==> src/rtl/ps2_pkg.sv <==
// Shared definitions for the PS/2 set-2 decoder: FSM encoding, prefix and key
// codes, and the event / modifier records carried between stages.
package ps2_pkg;

    localparam logic [2:0] S_IDLE  = 3'd0;
    localparam logic [2:0] S_E0    = 3'd1;
    localparam logic [2:0] S_F0    = 3'd2;
    localparam logic [2:0] S_E0F0  = 3'd3;
    localparam logic [2:0] S_PAUSE = 3'd4;

    localparam logic [7:0] PS2_EXT   = 8'hE0;
    localparam logic [7:0] PS2_BRK   = 8'hF0;
    localparam logic [7:0] PS2_PAUSE = 8'hE1;

    localparam logic [7:0] KEY_LSHIFT = 8'h12;
    localparam logic [7:0] KEY_RSHIFT = 8'h59;
    localparam logic [7:0] KEY_CTRL   = 8'h14;
    localparam logic [7:0] KEY_ALT    = 8'h11;
    localparam logic [7:0] KEY_CAPS   = 8'h58;
    localparam logic [7:0] KEY_PAUSE  = 8'h77;

    typedef struct packed {
        logic [7:0] code;
        logic       ext;
        logic       brk;
        logic       rep;
        logic       pause;
        logic [7:0] ascii;
    } ps2_event_t;

    typedef struct packed {
        logic lshift;
        logic rshift;
        logic lctrl;
        logic rctrl;
        logic lalt;
        logic ralt;
    } mod_t;

    // Keyboard status/acknowledge bytes that carry no key information.
    function automatic logic is_discard(input logic [7:0] b);
        case (b)
            8'hAA, 8'hFA, 8'hEE, 8'hFE, 8'h00, 8'hFF: is_discard = 1'b1;
            default:                                   is_discard = 1'b0;
        endcase
    endfunction

endpackage

==> src/rtl/ps2_ascii_lut.sv <==
// Set-2 scan code to ASCII translation for non-extended codes; letters follow
// the upper input, everything without a printable mapping yields 0x00.
module ps2_ascii_lut
    import ps2_pkg::*;
(
    input  logic [7:0] code,
    input  logic       ext,
    input  logic       upper,
    output logic [7:0] ascii
);

    logic [7:0] base;

    always_comb begin
        // NOTE: each combinational block assigns every output up front, so no path leaves a value unassigned and no latch is inferred.
        base = 8'h00;
        case (code)
            8'h1C: base = "a";  8'h32: base = "b";  8'h21: base = "c";  8'h23: base = "d";
            8'h24: base = "e";  8'h2B: base = "f";  8'h34: base = "g";  8'h33: base = "h";
            8'h43: base = "i";  8'h3B: base = "j";  8'h42: base = "k";  8'h4B: base = "l";
            8'h3A: base = "m";  8'h31: base = "n";  8'h44: base = "o";  8'h4D: base = "p";
            8'h15: base = "q";  8'h2D: base = "r";  8'h1B: base = "s";  8'h2C: base = "t";
            8'h3C: base = "u";  8'h2A: base = "v";  8'h1D: base = "w";  8'h22: base = "x";
            8'h35: base = "y";  8'h1A: base = "z";
            8'h45: base = "0";  8'h16: base = "1";  8'h1E: base = "2";  8'h26: base = "3";
            8'h25: base = "4";  8'h2E: base = "5";  8'h36: base = "6";  8'h3D: base = "7";
            8'h3E: base = "8";  8'h46: base = "9";
            8'h29: base = 8'h20;
            8'h5A: base = 8'h0D;
            8'h66: base = 8'h08;
            8'h0D: base = 8'h09;
            8'h76: base = 8'h1B;
            default: base = 8'h00;
        endcase

        if (ext) begin
            ascii = 8'h00;
        end else if (upper && base >= "a" && base <= "z") begin
            ascii = base - 8'h20;
        end else begin
            ascii = base;
        end
    end

endmodule

==> src/rtl/ps2_scancode_decoder.sv <==
// PS/2 set-2 decoder: pops receiver bytes, parses E0/F0/E1 prefixes and emits one
// registered key event per action with modifier, Caps Lock, repeat and ASCII state.
module ps2_scancode_decoder
    import ps2_pkg::*;
#(
    parameter int CNT_W     = 8,
    parameter int PAUSE_LEN = 7
) (
    input  logic             clk,
    input  logic             clrn,
    input  logic [7:0]       kbd_data,
    input  logic             kbd_ready,
    output logic             kbd_nextdata_n,
    output logic             ev_valid,
    output logic [7:0]       ev_code,
    output logic             ev_ext,
    output logic             ev_break,
    output logic             ev_repeat,
    output logic             ev_pause,
    output logic [7:0]       ev_ascii,
    output logic             mod_shift,
    output logic             mod_ctrl,
    output logic             mod_alt,
    output logic             caps_lock,
    output logic [CNT_W-1:0] make_count
);

    localparam int PW = $clog2(PAUSE_LEN + 1);

    logic [2:0]       state_q, state_d;
    logic [PW-1:0]    pause_cnt_q, pause_cnt_d;
    logic             held_valid_q, held_valid_d;
    logic [8:0]       held_key_q, held_key_d;
    mod_t             mods_q, mods_d;
    logic             caps_q, caps_d;
    logic [CNT_W-1:0] make_count_q, make_count_d;
    logic             ev_valid_q, ev_valid_d;
    ps2_event_t       ev_q, ev_d;

    logic       emit, emit_ext, emit_brk, emit_pause, is_rep;
    logic [8:0] key;
    logic [7:0] lut_ascii;

    // The receiver advances on the same edge we sample, so ready held high streams one byte per cycle.
    assign kbd_nextdata_n = ~kbd_ready;

    always_comb begin
        state_d     = state_q;
        pause_cnt_d = pause_cnt_q;
        emit        = 1'b0;
        emit_ext    = 1'b0;
        emit_brk    = 1'b0;
        emit_pause  = 1'b0;
        if (kbd_ready) begin
            case (state_q)
                S_IDLE: begin
                    if (kbd_data == PS2_EXT) begin
                        state_d = S_E0;
                    end else if (kbd_data == PS2_BRK) begin
                        state_d = S_F0;
                    end else if (kbd_data == PS2_PAUSE) begin
                        state_d     = S_PAUSE;
                        pause_cnt_d = PW'(PAUSE_LEN);
                    end else if (!is_discard(kbd_data)) begin
                        emit = 1'b1;
                    end
                end
                S_E0: begin
                    if (kbd_data == PS2_BRK) begin
                        state_d = S_E0F0;
                    end else if (kbd_data != PS2_EXT) begin
                        emit     = 1'b1;
                        emit_ext = 1'b1;
                        state_d  = S_IDLE;
                    end
                end
                S_F0: begin
                    if (kbd_data != PS2_BRK) begin
                        emit     = 1'b1;
                        emit_brk = 1'b1;
                        state_d  = S_IDLE;
                    end
                end
                S_E0F0: begin
                    emit     = 1'b1;
                    emit_ext = 1'b1;
                    emit_brk = 1'b1;
                    state_d  = S_IDLE;
                end
                S_PAUSE: begin
                    pause_cnt_d = pause_cnt_q - PW'(1);
                    if (pause_cnt_q <= PW'(1)) begin
                        emit       = 1'b1;
                        emit_pause = 1'b1;
                        state_d    = S_IDLE;
                    end
                end
                default: state_d = S_IDLE;
            endcase
        end
    end

    // ASCII sees the modifier state from before this event is applied.
    ps2_ascii_lut u_ascii_lut (
        .code  (kbd_data),
        .ext   (emit_ext),
        .upper ((mods_q.lshift | mods_q.rshift) ^ caps_q),
        .ascii (lut_ascii)
    );

    always_comb begin
        ev_valid_d   = emit;
        ev_d         = ev_q;
        held_valid_d = held_valid_q;
        held_key_d   = held_key_q;
        mods_d       = mods_q;
        caps_d       = caps_q;
        make_count_d = make_count_q;
        key          = {emit_ext, kbd_data};
        is_rep       = emit & ~emit_brk & ~emit_pause & held_valid_q & (held_key_q == key);

        if (emit) begin
            ev_d.code  = emit_pause ? KEY_PAUSE : kbd_data;
            ev_d.ext   = emit_ext;
            ev_d.brk   = emit_brk;
            ev_d.rep   = is_rep;
            ev_d.pause = emit_pause;
            ev_d.ascii = emit_pause ? 8'h00 : lut_ascii;
        end

        if (emit && !emit_pause) begin
            if (emit_brk) begin
                if (held_valid_q && held_key_q == key) begin
                    held_valid_d = 1'b0;
                end
            end else if (!is_rep) begin
                held_valid_d = 1'b1;
                held_key_d   = key;
                make_count_d = make_count_q + CNT_W'(1);
                if (key == {1'b0, KEY_CAPS}) begin
                    caps_d = ~caps_q;
                end
            end

            case (key)
                {1'b0, KEY_LSHIFT}: mods_d.lshift = ~emit_brk;
                {1'b0, KEY_RSHIFT}: mods_d.rshift = ~emit_brk;
                {1'b0, KEY_CTRL}:   mods_d.lctrl  = ~emit_brk;
                {1'b1, KEY_CTRL}:   mods_d.rctrl  = ~emit_brk;
                {1'b0, KEY_ALT}:    mods_d.lalt   = ~emit_brk;
                {1'b1, KEY_ALT}:    mods_d.ralt   = ~emit_brk;
                default: ;
            endcase
        end
    end

    // NOTE: sequential state uses non-blocking assignments so every flop samples pre-edge values regardless of statement order.
    always_ff @(posedge clk or negedge clrn) begin
        if (!clrn) begin
            state_q      <= S_IDLE;
            pause_cnt_q  <= '0;
            held_valid_q <= 1'b0;
            held_key_q   <= '0;
            mods_q       <= '0;
            caps_q       <= 1'b0;
            make_count_q <= '0;
            ev_valid_q   <= 1'b0;
            ev_q         <= '0;
        end else begin
            state_q      <= state_d;
            pause_cnt_q  <= pause_cnt_d;
            held_valid_q <= held_valid_d;
            held_key_q   <= held_key_d;
            mods_q       <= mods_d;
            caps_q       <= caps_d;
            make_count_q <= make_count_d;
            ev_valid_q   <= ev_valid_d;
            ev_q         <= ev_d;
        end
    end

    assign ev_valid   = ev_valid_q;
    assign ev_code    = ev_q.code;
    assign ev_ext     = ev_q.ext;
    assign ev_break   = ev_q.brk;
    assign ev_repeat  = ev_q.rep;
    assign ev_pause   = ev_q.pause;
    assign ev_ascii   = ev_q.ascii;
    assign mod_shift  = mods_q.lshift | mods_q.rshift;
    assign mod_ctrl   = mods_q.lctrl | mods_q.rctrl;
    assign mod_alt    = mods_q.lalt | mods_q.ralt;
    assign caps_lock  = caps_q;
    assign make_count = make_count_q;

endmodule

==> config.mk <==
export PLATFORM = sky130hd
export DESIGN_NAME = ps2_scancode_decoder
export DESIGN_NICKNAME = d
export VERILOG_FILES = /design/src/rtl/ps2_pkg.sv /design/src/rtl/ps2_ascii_lut.sv /design/src/rtl/ps2_scancode_decoder.sv
export SDC_FILE = /design/constraint.sdc
export NUM_CORES = 1
export LEC_CHECK = 0
export ABC_CLOCK_PERIOD_IN_PS = 2500
export CAP_MARGIN = 40
export CORE_UTILIZATION = 50
export CTS_BUF_LIST = sky130_fd_sc_hd__clkbuf_4 sky130_fd_sc_hd__clkbuf_8 sky130_fd_sc_hd__clkbuf_16
export DETAILED_ROUTE_END_ITERATION = 7
export PLACE_DENSITY = 0.77
export SYNTH_ARGS = -nofsm -noshare
export SYNTH_HDL_FRONTEND = slang
export SYNTH_SLANG_ARGS = --single-unit
==> constraint.sdc <==
create_clock -name clk -period 2.5 [get_ports clk]
set_input_delay 0.75 -clock clk [delete_from_list [all_inputs] [get_ports clk]]
set_output_delay 0.75 -clock clk [all_outputs]
set_load 0.01 [all_outputs]
==> summary.md, run 1 <==
| Metric | Value |
|---|---|
| Initial Util | `51.8%` |
| Vias in the first global route | `around 3800` |
| Placer Congestion | `roughly 1` |
| Power share of the combinational group | `49.4%` |
| First-pass DRT Iterations | `5` |
| CTS tree | `yes` |
| Internal | `approximately 2300 uW` |
| PortBufs | `44` |
| Total CTS buffers | `5` |
| Synth cell types | `between 60 and 70` |
| Clock buffer depth | `2` |
| Crit path kind | `in2reg` |
| Actual slew at the worst max-slew pin | `0.726 ns` |
| # DRC | `0` |
| Sequential fraction of design power | `34.1%` |
| Vias | `3962` |
| HPWL after DPL | `8330 um` |
| Pins Over Slew Limit | `0` |
| GRT Overall Usage | `32.9%` |
| TritonCTS Sinks | `52` |
| Cells after Synth | `410` |
| Reg2Reg Depth | `9` |
| # hold bufs at CTS | `0` |
| Fmax | `0.369 GHz` |
| Post-synth top cells | `dfrtp_1, nand2_1, nor2_1` |
| First-pass GRT wire length | `about 19000 um` |
| Max H-tree Level | `2` |
| Largest net degree at the start of global routing | `26` |
| Final setup violation count | `32` |
| Post-synth EDFFs | `0` |
| Synthesized area | `roughly 3500 um2` |
| RSZ-0062 raised after global routing | `yes` |
| Clk Latency, worst-skew pair | `~0.31 ns` |
| Area fraction of the dominant cell type after synthesis | `36.7%` |
| Final WL | `12700 um` |
| P_sw | `1400 uW` |
| Crit share post-route | `108%` |
| Setup crit start kind | `primary input` |
| Main flop type after synthesis | `dfrtp_1` |
| Top post-synthesis cells by area | `dfrtp_1, nand2_1, o21ai_0` |
| IO Pins | `between 40 and 50` |
| Initial drt markers | `337` |
| Reg2reg start | `state_q[0]` |
| Synth Register Bits | `52` |
| Slew Limit Headroom | `around 50%` |
| Antenna diodes | `0` |
| Dpl cell area | `4850 um2` |
| Status | `finished with violations` |
| Post-synth net total | `approximately 430` |
| Lkg Pwr | `0.00246 uW` |
| Post-place setup slack | `-1.09 ns` |
| Initial antenna violation count | `0` |
| Share of layout cells above drive strength 1 | `39.3%` |
| Pwr Density | `669 nW/um2` |
| Synth area leader | `dfrtp_1` |
| Final hold vios | `0` |
| Final Critical Period | `2.71 ns` |
| Sw frac | `37.7%` |
| Final setup margin | `-0.212 ns` |
| Die width | `86.2 um` |
| Clock skew | `0.00644 ns` |
| Most frequent cell after synthesis | `dfrtp_1` |
| Worst-path clk slew | `0.11 ns` |
| Max Cap Viol | `0` |
| Root buffer cell | `clkbuf_8` |
| Avg WL per Cell | `19.7 um` |
| Worst min path class | `in2async` |
| Violated checks | `setup timing` |
| Synth warn | `0` |
| Reg-to-reg endpoint | `mods_q[5]` |
| FP Rows | `30` |
| Worst Setup End Kind | `register` |
| Fraction of registers with async set/reset | `100%` |
| Net count reported at finish | `570` |
| R2R setup slack | `0.04 ns` |
| DIE HEIGHT | `86.2 um` |
| Max VDD drop | `just over 300 uV` |
| CP required | `2.71 ns` |
| Sequential area share after synthesis | `36.7%` |
| Arr. time, crit path | `2.92 ns` |
| Design area | `5540 um2` |
| Peak fanout along the critical path | `6` |
| Vias per cell | `6.14` |
| Area growth, synth to finish | `56.5%` |
| Core ar. | `6830 um2` |
| Part of the power in the clock network | `16.5%` |
| Synth Area per Inst | `approximately 8.6 um2` |
| Grt ovf | `0` |
| Die area | `7420 um2` |
| Routed Antenna Nets | `0` |
cell families (layout without fill, tap and decap cells):
kind of cell / Yosys count / after routing / synth area share (%)
and+or+nand+nor: 156 / 156 / 23.3
AOI/OAI and AO/OA: 110 / 110 / 20.5
DFF: 52 / 52 / 36.7
buffers and inverters: 48 / 187 / 5.65
xor gates and xnor gates: 18 / 18 / 4.45
muxes: 15 / 15 / 5.44
adders and majority gates: 11 / 11 / 3.89
layout make-up:
type | count | area (um2)
clock inverter | 3 | 46.3
inverter | 18 | 80.1
clock buffer | 5 | 68.8
sequential | 52 | 1300
tap | 96 | 120
multi-input combinational | 310 | 2470
fill | 404 | 1290
timing repair buffer | 161 | 1460
registers in the layout, summed over array words and instances (netlist names):
register,count
state_q,3
caps_lock,1
pause_cnt_q,3
held_key_q,9
mods_q,6
ev_pause,1
make_count,8
ev_valid,1
ev_ext,1
held_valid_q,1
ev_code,8
ev_break,1
ev_repeat,1
ev_ascii,8
metrics by stage:
| step | std cells | utilization (%) | hold WS (ns) | TNS, ns | power (uW) |
|---|---|---|---|---|---|
| floorplan | 410 | - | 0.449 | -15.14 | 2110 |
| global placement | 620 | 71.1 | 0.454 | -40.87 | 2750 |
| detailed placement | 620 | 71.1 | 0.470 | -45.10 | 2810 |
| CTS | 644 | 78.2 | 0.427 | -3.40 | 3580 |
| global route | 645 | 81.1 | 0.441 | -5.70 | 3900 |
| finish | 645 | 81.1 | 0.410 | -3.52 | 3710 |
worst max path at each step:
stage | startpoint | endpoint | cells after the start | slack, ns
floorplan | kbd_data[1] | mods_q[5] | 10 | -0.61
finish | kbd_data[0] | mods_q[5] | 11 | -0.21
global route | kbd_data[0] | make_count[7] | 11 | -0.28
detailed placement | kbd_data[1] | make_count[6] | 11 | -1.09
global placement | kbd_data[1] | mods_q[5] | 11 | -0.99
CTS | kbd_data[0] | mods_q[5] | 11 | -0.28
repair_timing:
| item | 4_1_cts | 5_1_grt |
|---|---|---|
| gates cloned | 1 | 0 |
| resized for setup | 80 | 46 |
| pin swaps | 24 | 15 |
| setup endpoints to repair | 53 | 38 |
| buffers inserted | 16 | 3 |
critical path: stages:
cell	delay, ns
buf_8	0.11
inv_6	0.05
ha_4	0.12
or3b_4	0.44
o311ai_4	0.29
buf_6	0.15
nand2_4	0.05
a2bb2oi_4	0.15
or3_4	0.36
nor3_4	0.14
mux2_4	0.31
layer usage:
metal	part of all wire (%)	track usage, %	vias to the layer above
met5	0	0	-
met4	3.0	13.0	0
met3	7.8	6.06	50
met2	50	55.1	246
met1	40	41.9	1919
li1	-	-	1747
cell usage in the layout, fill, tap and decap left out, types with 4 or more instances in the layout:
cell type / netlist / layout
nand2b_1: 8 / 5
buf_6: 1 / 19
inv_1: 18 / 15
xor2_1: 9 / 9
nand4_1: 6 / 6
and3_1: 4 / 4
nor2_1: 31 / 22
o21ai_1: 6 / 5
nand2_1: 46 / 42
nand3_1: 8 / 7
buf_4: 1 / 92
mux2_4: 5 / 6
o31ai_1: 9 / 5
mux2i_1: 5 / 5
a31oi_1: 12 / 10
dfrtp_1: 52 / 52
nand3b_1: 4 / 4
nor2_4: 0 / 6
buf_12: 0 / 4
clkbuf_8: 0 / 5
nor3_1: 9 / 5
xnor2_1: 9 / 9
clkdlybuf4s50_1: 0 / 33
o21ai_0: 29 / 27
dlygate4sd2_1: 0 / 5
or2_2: 7 / 6
nor2b_1: 6 / 4
nand2_2: 1 / 4
nor4_4: 2 / 4
ha_1: 11 / 6
a21oi_1: 19 / 16
power groups by stage:
stage	Sequential (uW)	Clock (uW)	Combinational, uW
3_5_place_dp	1270	0	1540
2_1_floorplan	1300	0	816
3_3_place_gp	1260	0	1490
5_1_grt	1290	653	1960
4_1_cts	1250	618	1710
6_report	1270	613	1830
Note: power is estimated with default switching activity, not from simulation.
==> run 2: changes to the inputs <==
ABC_AREA = 1   (was not set)
CAP_MARGIN = not set   (was 40)
SKIP_CTS_REPAIR_TIMING = 1   (was not set)
==> summary.md, run 2 <==
| Metric | Value |
|---|---|
| Status | `completed` |
| GRT met3 Usage | `3.90%` |
| Final hold vios | `0` |
| Die area | `7430 um2` |
| Actual slew at the worst max-slew pin | `0.475 ns` |
| Post-synth top cells | `nand2_1, dfrtp_1, inv_1, nor2_1, nand3_1` |
| Max Cap Viol | `0` |
| Die width | `between 80 and 90 um` |
| Post-place setup slack | `-0.597 ns` |
| Crit path kind | `in2reg` |
| Reg2Reg Depth | `9` |
| Vias per cell | `between 5 and 6` |
| Core ar. | `around 6800 um2` |
| Final Critical Period | `2.38 ns` |
| IO Pins | `45` |
| Clock skew | `about 0.0071 ns` |
| Clk Latency, worst-skew pair | `0.32 ns` |
| Max VDD drop | `668 uV` |
| PortBufs | `44` |
| Area fraction of the dominant cell type after synthesis | `36.7%` |
| Synthesized area | `3540 um2` |
| Sequential area share after synthesis | `36.7%` |
| Main flop type after synthesis | `dfrtp_1` |
| CP max-delay cell | `ha_1` |
| Cells after Synth | `506` |
| Pins Over Slew Limit | `0` |
| Initial drt markers | `384` |
| Synth Register Bits | `between 50 and 60` |
| Vias in the first global route | `3654` |
| Routed Antenna Nets | `0` |
| Crit-path most repeated cell | `nor2_4` |
| Avg WL per Cell | `14.4 um` |
| First-pass GRT wire length | `17100 um` |
| Total chip power | `3660 uW` |
| Slew Limit Headroom | `68.0%` |
| Net count reported at finish | `665` |
| Commonest non-fill, non-tap cell in the layout | `nand2_1` |
| Max H-tree Level | `2` |
| Top post-synthesis cells by area | `dfrtp_1, nand2_1, nand3_1` |
| # DRC | `0` |
| FP Rows | `30` |
| Lkg Pwr | `0.00258 uW` |
| Final setup violation count | `0` |
| Met2 Usage GRT | `between 40% and 50%` |
| DIE HEIGHT | `86.2 um` |
| Largest net degree at the start of global routing | `22` |
| Grt ovf | `0` |
| Synth warn | `0` |
| Worst min path class | `in2async` |
| CP required | `2.71 ns` |
| Vias | `3872` |
| Highest cell delay on the worst timing path | `0.22 ns` |
| Initial Util | `51.9%` |
| Reg with most FFs | `held_key_q` |
| Root buffer cell | `clkbuf_8` |
| Top Usage Layer GRT | `met2` |
| Fmax | `roughly 0.42 GHz` |
| Placer Congestion | `0.970` |
| GRT Overall Usage | `29.4%` |
| WP depth | `17` |
| Most frequent cell after synthesis | `nand2_1` |
| Antenna diodes | `0` |
| Final setup margin | `0.122 ns` |
| WP buf/inv | `5` |
| Pwr Density | `roughly 730 nW/um2` |
| TritonCTS Sinks | `52` |
| Worst Setup End Kind | `register` |
| Post-synth net total | `between 500 and 600` |
| CP top delay family | `simple AND/OR/NAND/NOR gates` |
| Post-synth EDFFs | `0` |
| Synth Area per Inst | `7.00 um2` |
| Initial antenna violation count | `0` |
| Commonest cells after routing, fill and taps aside | `nand2_1, buf_4, dfrtp_1, nand3_1, nor2_1` |
| Crit share post-route | `a little over nine tenths` |
| Setup crit start kind | `primary input` |
| Share of layout cells above drive strength 1 | `between 20% and 30%` |
| Synth cell types | `30` |
| Clock buffer depth | `2` |
| Number of flip-flops under the largest register name | `9` |
| Arr. time, crit path | `2.59 ns` |
| Total CTS buffers | `5` |
| Area growth, synth to finish | `40.8%` |
| Synth area leader | `dfrtp_1` |
| HPWL after DPL | `8250 um` |
| CTS tree | `yes` |
| Peak fanout along the critical path | `8` |
| Number of fill cells | `545` |
| Setup_tns | `0 ns` |
| First-pass DRT Iterations | `7` |
| Grt met1 use | `approximately two fifths` |
| Cell Chain, Critical Path | `dlymetal6s2s_1 -> inv_2 -> ha_1 -> nand2_1 -> inv_2 -> nand2_4 -> nand2_2 -> nor2_4 -> buf_4 -> nor2_4 -> nor2_4 -> nand2_2 -> nand4_1 -> nand3_4 -> buf_12 -> nand2_1 -> o21ai_2` |
| Worst-path clk slew | `0.10 ns` |
| Fraction of registers with async set/reset | `100%` |
| Final WL | `10600 um` |
==> run 2: cell types whose count changed in the layout (fill, tap and decap cells not counted), moves of 6 or more <==
| cell | previous run | this run |
|---|---|---|
| nand2_1 | 42 | 161 |
| nor2_1 | 22 | 45 |
| inv_1 | 15 | 44 |
| buf_6 | 19 | 1 |
| dlymetal6s2s_1 | 0 | 8 |
| inv_2 | 1 | 7 |
| mux2_4 | 6 | 0 |
| nand3_1 | 7 | 46 |
| a31oi_1 | 10 | 1 |
| nand4_1 | 6 | 13 |
| o21ai_2 | 2 | 10 |
==> run 2: metal layers <==
| layer | part of all wire (%) | wire length [um] | vias to the layer above |
|---|---|---|---|
| li1 | - | - | 1902 |
| met1 | 44 | 4730 | 1789 |
| met2 | 47 | 4970 | 147 |
| met3 | 6.2 | 662 | 34 |
| met4 | 2.6 | 282 | 0 |
| met5 | 0 | 0 | - |
==> run 2: path summary, 6_finish.rpt <==
kind                                 from            end  slack, ns
min reg2reg                      ev_pause       ev_pause       0.48
max                           kbd_data[0]  held_key_q[4]       0.12
max reg2reg                pause_cnt_q[0]  make_count[0]       0.39
max in group asynchronous            clrn  held_key_q[4]       1.59
min                                  clrn    ev_ascii[4]       0.31
min in group clk                 ev_pause       ev_pause       0.48
==> run 2: final cells by class <==
class                           count  area (um2)  share of cell area (%)
Clock buffer                        6        76.3                    1.53
Clock inverter                      2        13.8                   0.276
Inverter                           51         191                    3.84
Multi-Input combinational cell    388        1990                    40.0
Sequential cell                    52        1300                    26.1
Tap cell                           96         120                    2.41
Timing Repair Buffer              145        1290                    25.9
==> run 2: logic make-up after synthesis <==
logic type / synth area share, %
AOI/OAI and AO/OA: 10.7
xor gates and xnor gates: 3.21
and+or+nand+nor: 37.2
DFF: 36.7
buffers and inverters: 8.30
adders and majority gates: 3.88
==> run 2: per-stage QoR <==
step           std cells  cell area (um2)  hold slack (ns)  utilization, %
3_5_place_dp         727             4780            0.458            70.0
2_1_floorplan        506             3540            0.445               -
3_3_place_gp         727             4780            0.459            70.0
6_report             740             4990            0.313            73.0
4_1_cts              735             4870            0.319            71.3
5_1_grt              740             4990            0.328            73.0
==> run 2: power breakdown <==
| group | internal, uW | total, uW | switching [uW] | leakage [uW] |
|---|---|---|---|---|
| Clock | 211 | 514 | 303 | 0.0000490 |
| Combinational | 916 | 1830 | 917 | 0.00187 |
| Sequential | 1110 | 1310 | 204 | 0.000661 |
==> run 3: changes to the inputs <==
CAP_MARGIN = 10   (was not set)
==> results of run 3 <==
The final DEF is identical to that of run 2; final timing and power are the same.
